==> config.mk <==
export PLATFORM = sky130hd
export DESIGN_NAME = w_stage_grf
export DESIGN_NICKNAME = d
export VERILOG_FILES = /design/src/rtl/w_stage_grf.sv
export SDC_FILE = /design/constraint.sdc
export NUM_CORES = 2
export LEC_CHECK = 0
export CAP_MARGIN = 20
export CELL_PAD_IN_SITES_DETAIL_PLACEMENT = 0
export CELL_PAD_IN_SITES_GLOBAL_PLACEMENT = 1
export CORE_UTILIZATION = 49
export DETAILED_ROUTE_END_ITERATION = 16
export HOLD_SLACK_MARGIN = 0.05
export PLACE_DENSITY_LB_ADDON = 0.1
export SYNTH_ARGS = -nofsm -noshare
export SYNTH_HDL_FRONTEND = slang
export SYNTH_SLANG_ARGS = --single-unit
==> constraint.sdc <==
create_clock -name clk -period 45.1 [get_ports clk]
set_input_delay 9.02 -clock clk [delete_from_list [all_inputs] [get_ports clk]]
set_output_delay 9.02 -clock clk [all_outputs]
set_load 0.05 [all_outputs]
==> src/rtl/w_stage_grf.sv <==
// W-stage writeback: load-data extraction, 32x32 GRF with same-cycle W-to-D
// bypass, W forwarding value, retired-write counter and sticky Tnew error.
module w_stage_grf #(
  parameter int unsigned NREG  = 32,
  parameter int unsigned CNT_W = 32
) (
  input  logic             clk,
  input  logic             reset,
  input  logic [4:0]       W_A3,
  input  logic [31:0]      W_PC,
  input  logic [31:0]      W_Reg_Data,
  input  logic [1:0]       W_Addr_Low,
  input  logic             W_Reg_Write,
  input  logic             W_Is_New,
  input  logic [1:0]       W_width,
  input  logic             W_Ext_Sign,
  input  logic [3:0]       W_Tnew,
  input  logic [4:0]       D_rs_addr,
  input  logic [4:0]       D_rt_addr,
  output logic [31:0]      D_rs_data,
  output logic [31:0]      D_rt_data,
  output logic [31:0]      W_Fwd_Data,
  output logic             W_Fwd_Valid,
  output logic [CNT_W-1:0] Wr_Count,
  output logic             Tnew_Err,
  output logic [31:0]      Trace_PC,
  output logic [4:0]       Trace_A3,
  output logic [31:0]      Trace_Data
);

  localparam logic [1:0] WIDTH_HALF = 2'b01;
  localparam logic [1:0] WIDTH_BYTE = 2'b10;

  logic [31:0] grf [NREG];
  logic [15:0] half_sel;
  logic [7:0]  byte_sel;
  logic        commit;

  // Load-data extraction; reserved width behaves as word
  always_comb begin
    half_sel = W_Addr_Low[1] ? W_Reg_Data[31:16] : W_Reg_Data[15:0];
    case (W_Addr_Low)
      2'd0:    byte_sel = W_Reg_Data[7:0];
      2'd1:    byte_sel = W_Reg_Data[15:8];
      2'd2:    byte_sel = W_Reg_Data[23:16];
      default: byte_sel = W_Reg_Data[31:24];
    endcase
    W_Fwd_Data = W_Reg_Data;
    if (W_Is_New) begin
      case (W_width)
        WIDTH_HALF: W_Fwd_Data = {{16{W_Ext_Sign & half_sel[15]}}, half_sel};
        WIDTH_BYTE: W_Fwd_Data = {{24{W_Ext_Sign & byte_sel[7]}}, byte_sel};
        default:    W_Fwd_Data = W_Reg_Data;
      endcase
    end
  end

  assign W_Fwd_Valid = W_Reg_Write & (W_A3 != 5'd0) & (W_Tnew == 4'd0);
  assign commit      = W_Fwd_Valid;

  // Read ports: r0 hard-wired to zero, then bypass of the committing write
  always_comb begin
    D_rs_data = grf[D_rs_addr];
    if (D_rs_addr == 5'd0)
      D_rs_data = 32'd0;
    else if (commit && (D_rs_addr == W_A3))
      D_rs_data = W_Fwd_Data;
  end

  always_comb begin
    D_rt_data = grf[D_rt_addr];
    if (D_rt_addr == 5'd0)
      D_rt_data = 32'd0;
    else if (commit && (D_rt_addr == W_A3))
      D_rt_data = W_Fwd_Data;
  end

  always_ff @(posedge clk or posedge reset) begin
    if (reset) begin
      for (int i = 0; i < NREG; i++) grf[i] <= 32'd0;
      Wr_Count   <= '0;
      Tnew_Err   <= 1'b0;
      Trace_PC   <= 32'd0;
      Trace_A3   <= 5'd0;
      Trace_Data <= 32'd0;
    end else begin
      if (commit) begin
        grf[W_A3]  <= W_Fwd_Data;
        Wr_Count   <= Wr_Count + CNT_W'(1);
        Trace_PC   <= W_PC;
        Trace_A3   <= W_A3;
        Trace_Data <= W_Fwd_Data;
      end
      if (W_Reg_Write && (W_Tnew != 4'd0))
        Tnew_Err <= 1'b1;
    end
  end

endmodule
After elaboration in Yosys (flattened, before gate mapping)
Index checks and enable logic that the tools add are counted.
{"block": "classes", "n_bitwise": 7, "n_div": 0, "n_eq_ne": 6, "mux": 17, "n_addsub": 1, "n_mul": 0, "n_shift": 0, "order_cmp": 4, "n_reduce_logical": 10}
{"cell": "$bwmux W1024", "count": 1}
{"cell": "$bmux W32 S5", "count": 2}
{"cell": "$mux W32", "count": 10}
{"cell": "$demux W32 S5", "count": 1}
{"cell": "$pmux W32 S2", "count": 1}
{"cell": "$add A32 B1 Y32 const B", "count": 1}
{"cell": "$pmux W8 S3", "count": 1}
{"cell": "$ge A6 B6 Y1 const B", "count": 3}
{"cell": "$not A5 Y6", "count": 3}
{"cell": "$mux W16", "count": 1}
{"cell": "$eq A5 B5 Y1", "count": 2}
{"cell": "$logic_not A5 Y1", "count": 2}
{"cell": "$lt A6 B1 Y1 const B", "count": 1}
{"cell": "$reduce_bool A5 Y1", "count": 1}
{"cell": "$and A1 B1 Y1", "count": 4}
{"cell": "$eq A2 B1 Y1 const B", "count": 2}
{"cell": "$eq A2 B2 Y1 const B", "count": 2}
{"cell": "$logic_and A1 B1 Y1", "count": 4}
{"cell": "$logic_not A4 Y1", "count": 1}
{"cell": "$reduce_bool A4 Y1", "count": 1}
{"cell": "$logic_not A2 Y1", "count": 1}
{"block": "totals", "romBits": 0, "n_memories": 0, "ram_bits": 0, "latch_bits": 0, "output_inout_bits": 199, "regBits": 1126}

Logic depth before layout (Yosys ltp)
{"block": "logic_depth", "ltp_word": 7, "ltp_mapped": 10, "mapped_depth_nobuf": 7}

Worst setup path before layout
OpenSTA, ideal clock, no wires.
{"block": "synth_path", "kind": "input -> output", "start": "input port W_width[0]", "end": "output port D_rs_data[31]", "path_slack_ns": 24.282, "t_arrival_ns": 11.798, "stages": 8, "cell_sequence": "inv_1 > ha_1 > nand2b_1 > clkbuf_1 > clkbuf_1 > buf_1 > a21oi_2 > a211oi_1"}
{"block": "synth_via", "elab_chain_len": 5, "word_cells_on_any_way": 6, "classes_between": "eq/ne (2); mux (4)"}
{"item": "start, declared", "line": "15", "rtl": "input logic [1:0] W_width,"}
{"item": "$eq A2 B2 Y1 / $eq A2 B1 Y1 (equally long branches)", "line": "50", "rtl": "case (W_width)"}
{"item": "$pmux W32 S2 (*)", "line": "50"}
{"item": "$mux W32 (*)", "line": "49", "rtl": "if (W_Is_New) begin"}
{"item": "$mux W32 (*)", "line": "66", "rtl": "else if (commit && (D_rs_addr == W_A3))"}
{"item": "$mux W32 (*)", "line": "64", "rtl": "if (D_rs_addr == 5'd0)"}
{"item": "end, declared", "line": "20", "rtl": "output logic [31:0] D_rs_data,"}
Mark *: on every way between the ends. The rest lies on a longest branch, timed or not.

Worst setup path after layout
{"block": "layout_path", "start": "input port D_rs_addr[0]", "end": "output port D_rs_data[13]"}
{"block": "layout_via", "elab_chain_len": 6, "word_cells_on_any_way": 9, "classes_between": "eq/ne (1); mux (5); bitwise (1); reduce/logical (2)"}
{"item": "start, declared", "line": "18", "rtl": "input logic [4:0] D_rs_addr,"}
{"item": "$not A5 Y6 (not written as such)", "line": "63", "rtl": "D_rs_data = grf[D_rs_addr];"}
{"item": "$bmux W32 S5", "line": "63"}
{"item": "$mux W32 (not written as such) (2 in series)", "line": "63"}
{"item": "$mux W32", "line": "66"}
{"item": "$mux W32 (*)", "line": "64"}
Mark *: on every way between the ends. The rest lies on a longest branch, timed or not. The select of a mux whose other input is x is not followed.

==> flow_metrics.tcl <==
set metrics [dict create \
    dpl.hpwl_um 115000 \
    synth_cells 5044 \
    max_freq_mhz 42.9 \
    die-area_um2 118000 \
    path_buf_inv 5 \
    crit_chain "buf_8, buf_4, buf_4, buf_4, mux4_2, mux4_2, a211oi_1, a211oi_1, clkdlybuf4s50_1" \
    ios 291 \
    synth_warnings 0 \
    yosys.area.top_type "dfrtp_1" \
    cts_num_sinks 1126 \
    cts_tree "yes" \
    holdPathStages 0 \
    portBuffers 290 \
    drv_slew 0 \
    grt.total_usage_pct 33.8 \
    synth-seq-cells 1126 \
    start_kind "input port" \
    drcViolationCount 0 \
    globalRouteOverflowTotal 0 \
    rsz0062_at_grt "no" \
    synth.most_common_cell "dfrtp_1" \
    clock-root-buffer "clkbuf_16" \
    cp.depth 9 \
    start_util_pct 49.3 \
    routed_wl_um 195000 \
    period_needed_ns 23.31 \
    place_ws_ns 21.79 \
    dr.pass1.iters 7 \
    maxSlewHeadroom_pct 19.7 \
    grt_first_pass_wirelength_um 290000 \
    synthTopCellsByCount "1,126 x dfrtp_1, 922 x nor2_1, 904 x a21oi_1" \
    h-tree-depth 4 \
    synthesis.nets 5139 \
    cts_buffers 130 \
    hp-class "register to register" \
    critPathCaptureType "output port" \
    yosysTopAreaCellShare_pct 49.2 \
    synth_cell_types 50 \
    drt_iter0_drc 4520 \
    status "finished clean" \
    path_class "input port to output port" \
    worst_clock_skew_ns 0.00473 \
    fp.dieW_um 344 \
    hold_buffers 0 \
    grt_max_degree 137 \
    postCtsSetupBuffers 0 \
    arrival_ns 14.29 \
    maxCapViolations 0 \
    tightest_slew_ns 1.20 \
    fp.dieH_um 344 \
    p_per_area_nw_per_um2 38.7 \
    cp_top_family "buffers and inverters" \
    nNetsFinal 5163 \
    antenna_found_initial 4 \
    synthArstFlopShare_pct 100 \
    synth_ff_type "dfrtp_1" \
    syn_area_um2 57200 \
    synthToLayoutAreaGrowth_pct 15.1 \
    setup_viol 0 \
    viasPerCell 6.38 \
    layout_setup_ws_ns 21.79 \
    path_max_fanout 46 \
    core_um2 116000 \
    grt_pass1_vias 42288 \
    vias 42596 \
    p_leak_nw 28.8 \
    post_dp_cell_area_um2 61500 \
    reg2reg_depth 5 \
    drive_gt1_share_pct 19.7 \
    avgSynthCellArea_um2 11.3 \
    yosysSeqAreaShare_pct 49.2 \
    slowest_delay_ns 0.82 \
    cp.required_ns 36.08 \
    min_period_over_period_pct 51.7 \
    cp_common_cell "buf_4" \
    synthTopCellsByArea "dfrtp_1 49%, mux4_2 23%, a21oi_1 7.9%" \
    synth-edff-count 0 \
    drtAntennaViolNets 0 \
    clk_latency_ns 0.73 \
    gp_congestion 0.856 \
    max-vdd-ir-drop_uv 37.0 \
    final_hold_viol_count 0 \
    wl_per_cell_um 29.2 \
    tns_ns 0 \
    cts_resized 0 \
    timing.hold.ws_ns 0.394 \
    clk_path_buf_depth 3 \
    path_clk_slew_ns 0.05 \
    final_area_um2 65900 \
    rows 125 \
    critPathSlowestCell "buf_4" \
]
-- metrics by stage --
step	power [W]	instances	util, %
6_report	0.00255	6679	56.7
5_1_grt	0.00263	6679	56.7
4_1_cts	0.00256	6669	56.6
3_5_place_dp	0.00151	6451	53.0
3_3_place_gp	0.00151	6450	53.0
2_1_floorplan	0.00138	5044	-
-- per-layer routing --
metal	part of all wire, %	track usage [%]	vias to the layer above
met5	0.0097	0	-
met4	3.7	12.7	2
met3	9.2	7.79	410
met2	46	51.1	1839
met1	41	47.8	21981
li1	-	-	18364
-- report_power, final --
part	total, W	switching, W	internal (W)
logic	0.000394	0.000252	0.000143
clock network	0.00105	0.000431	0.000615
registers	0.00111	0.0000402	0.00106
-- registers in the layout (all words and copies together) (netlist names) --
name and cells:
Trace_A3 5, Trace_Data 32, Wr_Count 32, Trace_PC 32
Tnew_Err 1, grf 1024
-- placed cells by master, fill, tap and decap left out, types with 15 or more instances in the layout --
cell	netlist	routed
dfrtp_1	1126	1126
nor2_1	922	908
a21oi_1	904	897
mux4_2	583	583
nand2_1	309	309
clkdlybuf4s50_1	0	282
o21ai_0	140	140
clkbuf_16	0	137
buf_4	9	131
a211oi_1	126	126
a22oi_1	111	111
inv_1	59	57
clkbuf_1	415	26
clkbuf_8	0	25
nand3_1	23	23
xnor2_1	22	22
clkinv_2	0	20
xor2_1	19	19
mux2i_1	16	16
a21oi_4	0	15
nor3_4	0	15
-- cells by family after synthesis --
logic type	Yosys count	synth area share, %
compound gates	1327	13.1
xor+xnor	41	0.627
fa+ha+maj	3	0.0656
buf+inv	600	4.20
flops	1126	49.2
mux	602	23.3
simple gates	1345	9.50
-- final timing paths --
check | end | slack, ns | startpoint
hold reg to reg | grf[1007] | 0.39 | grf[1007]
setup reg to reg | Wr_Count[21] | 43.01 | Wr_Count[8]
min in group asynchronous | Trace_Data[13] | 8.75 | reset
max in group asynchronous | grf[673] | 32.54 | reset
hold / removal | grf[1007] | 0.39 | grf[1007]
setup / recovery | D_rs_data[13] | 21.79 | D_rs_addr[0]
-- final cells by class --
type	count	area, um2
tap	1524	1910
antenna	1	2.50
fill	9785	50200
inverter	60	235
clock inverter	30	277
timing repair buffer	432	4160
sequential	1126	28200
clock buffer	188	3870
multi-input combinational	3318	27200
(Power assumes the default switching activity.)
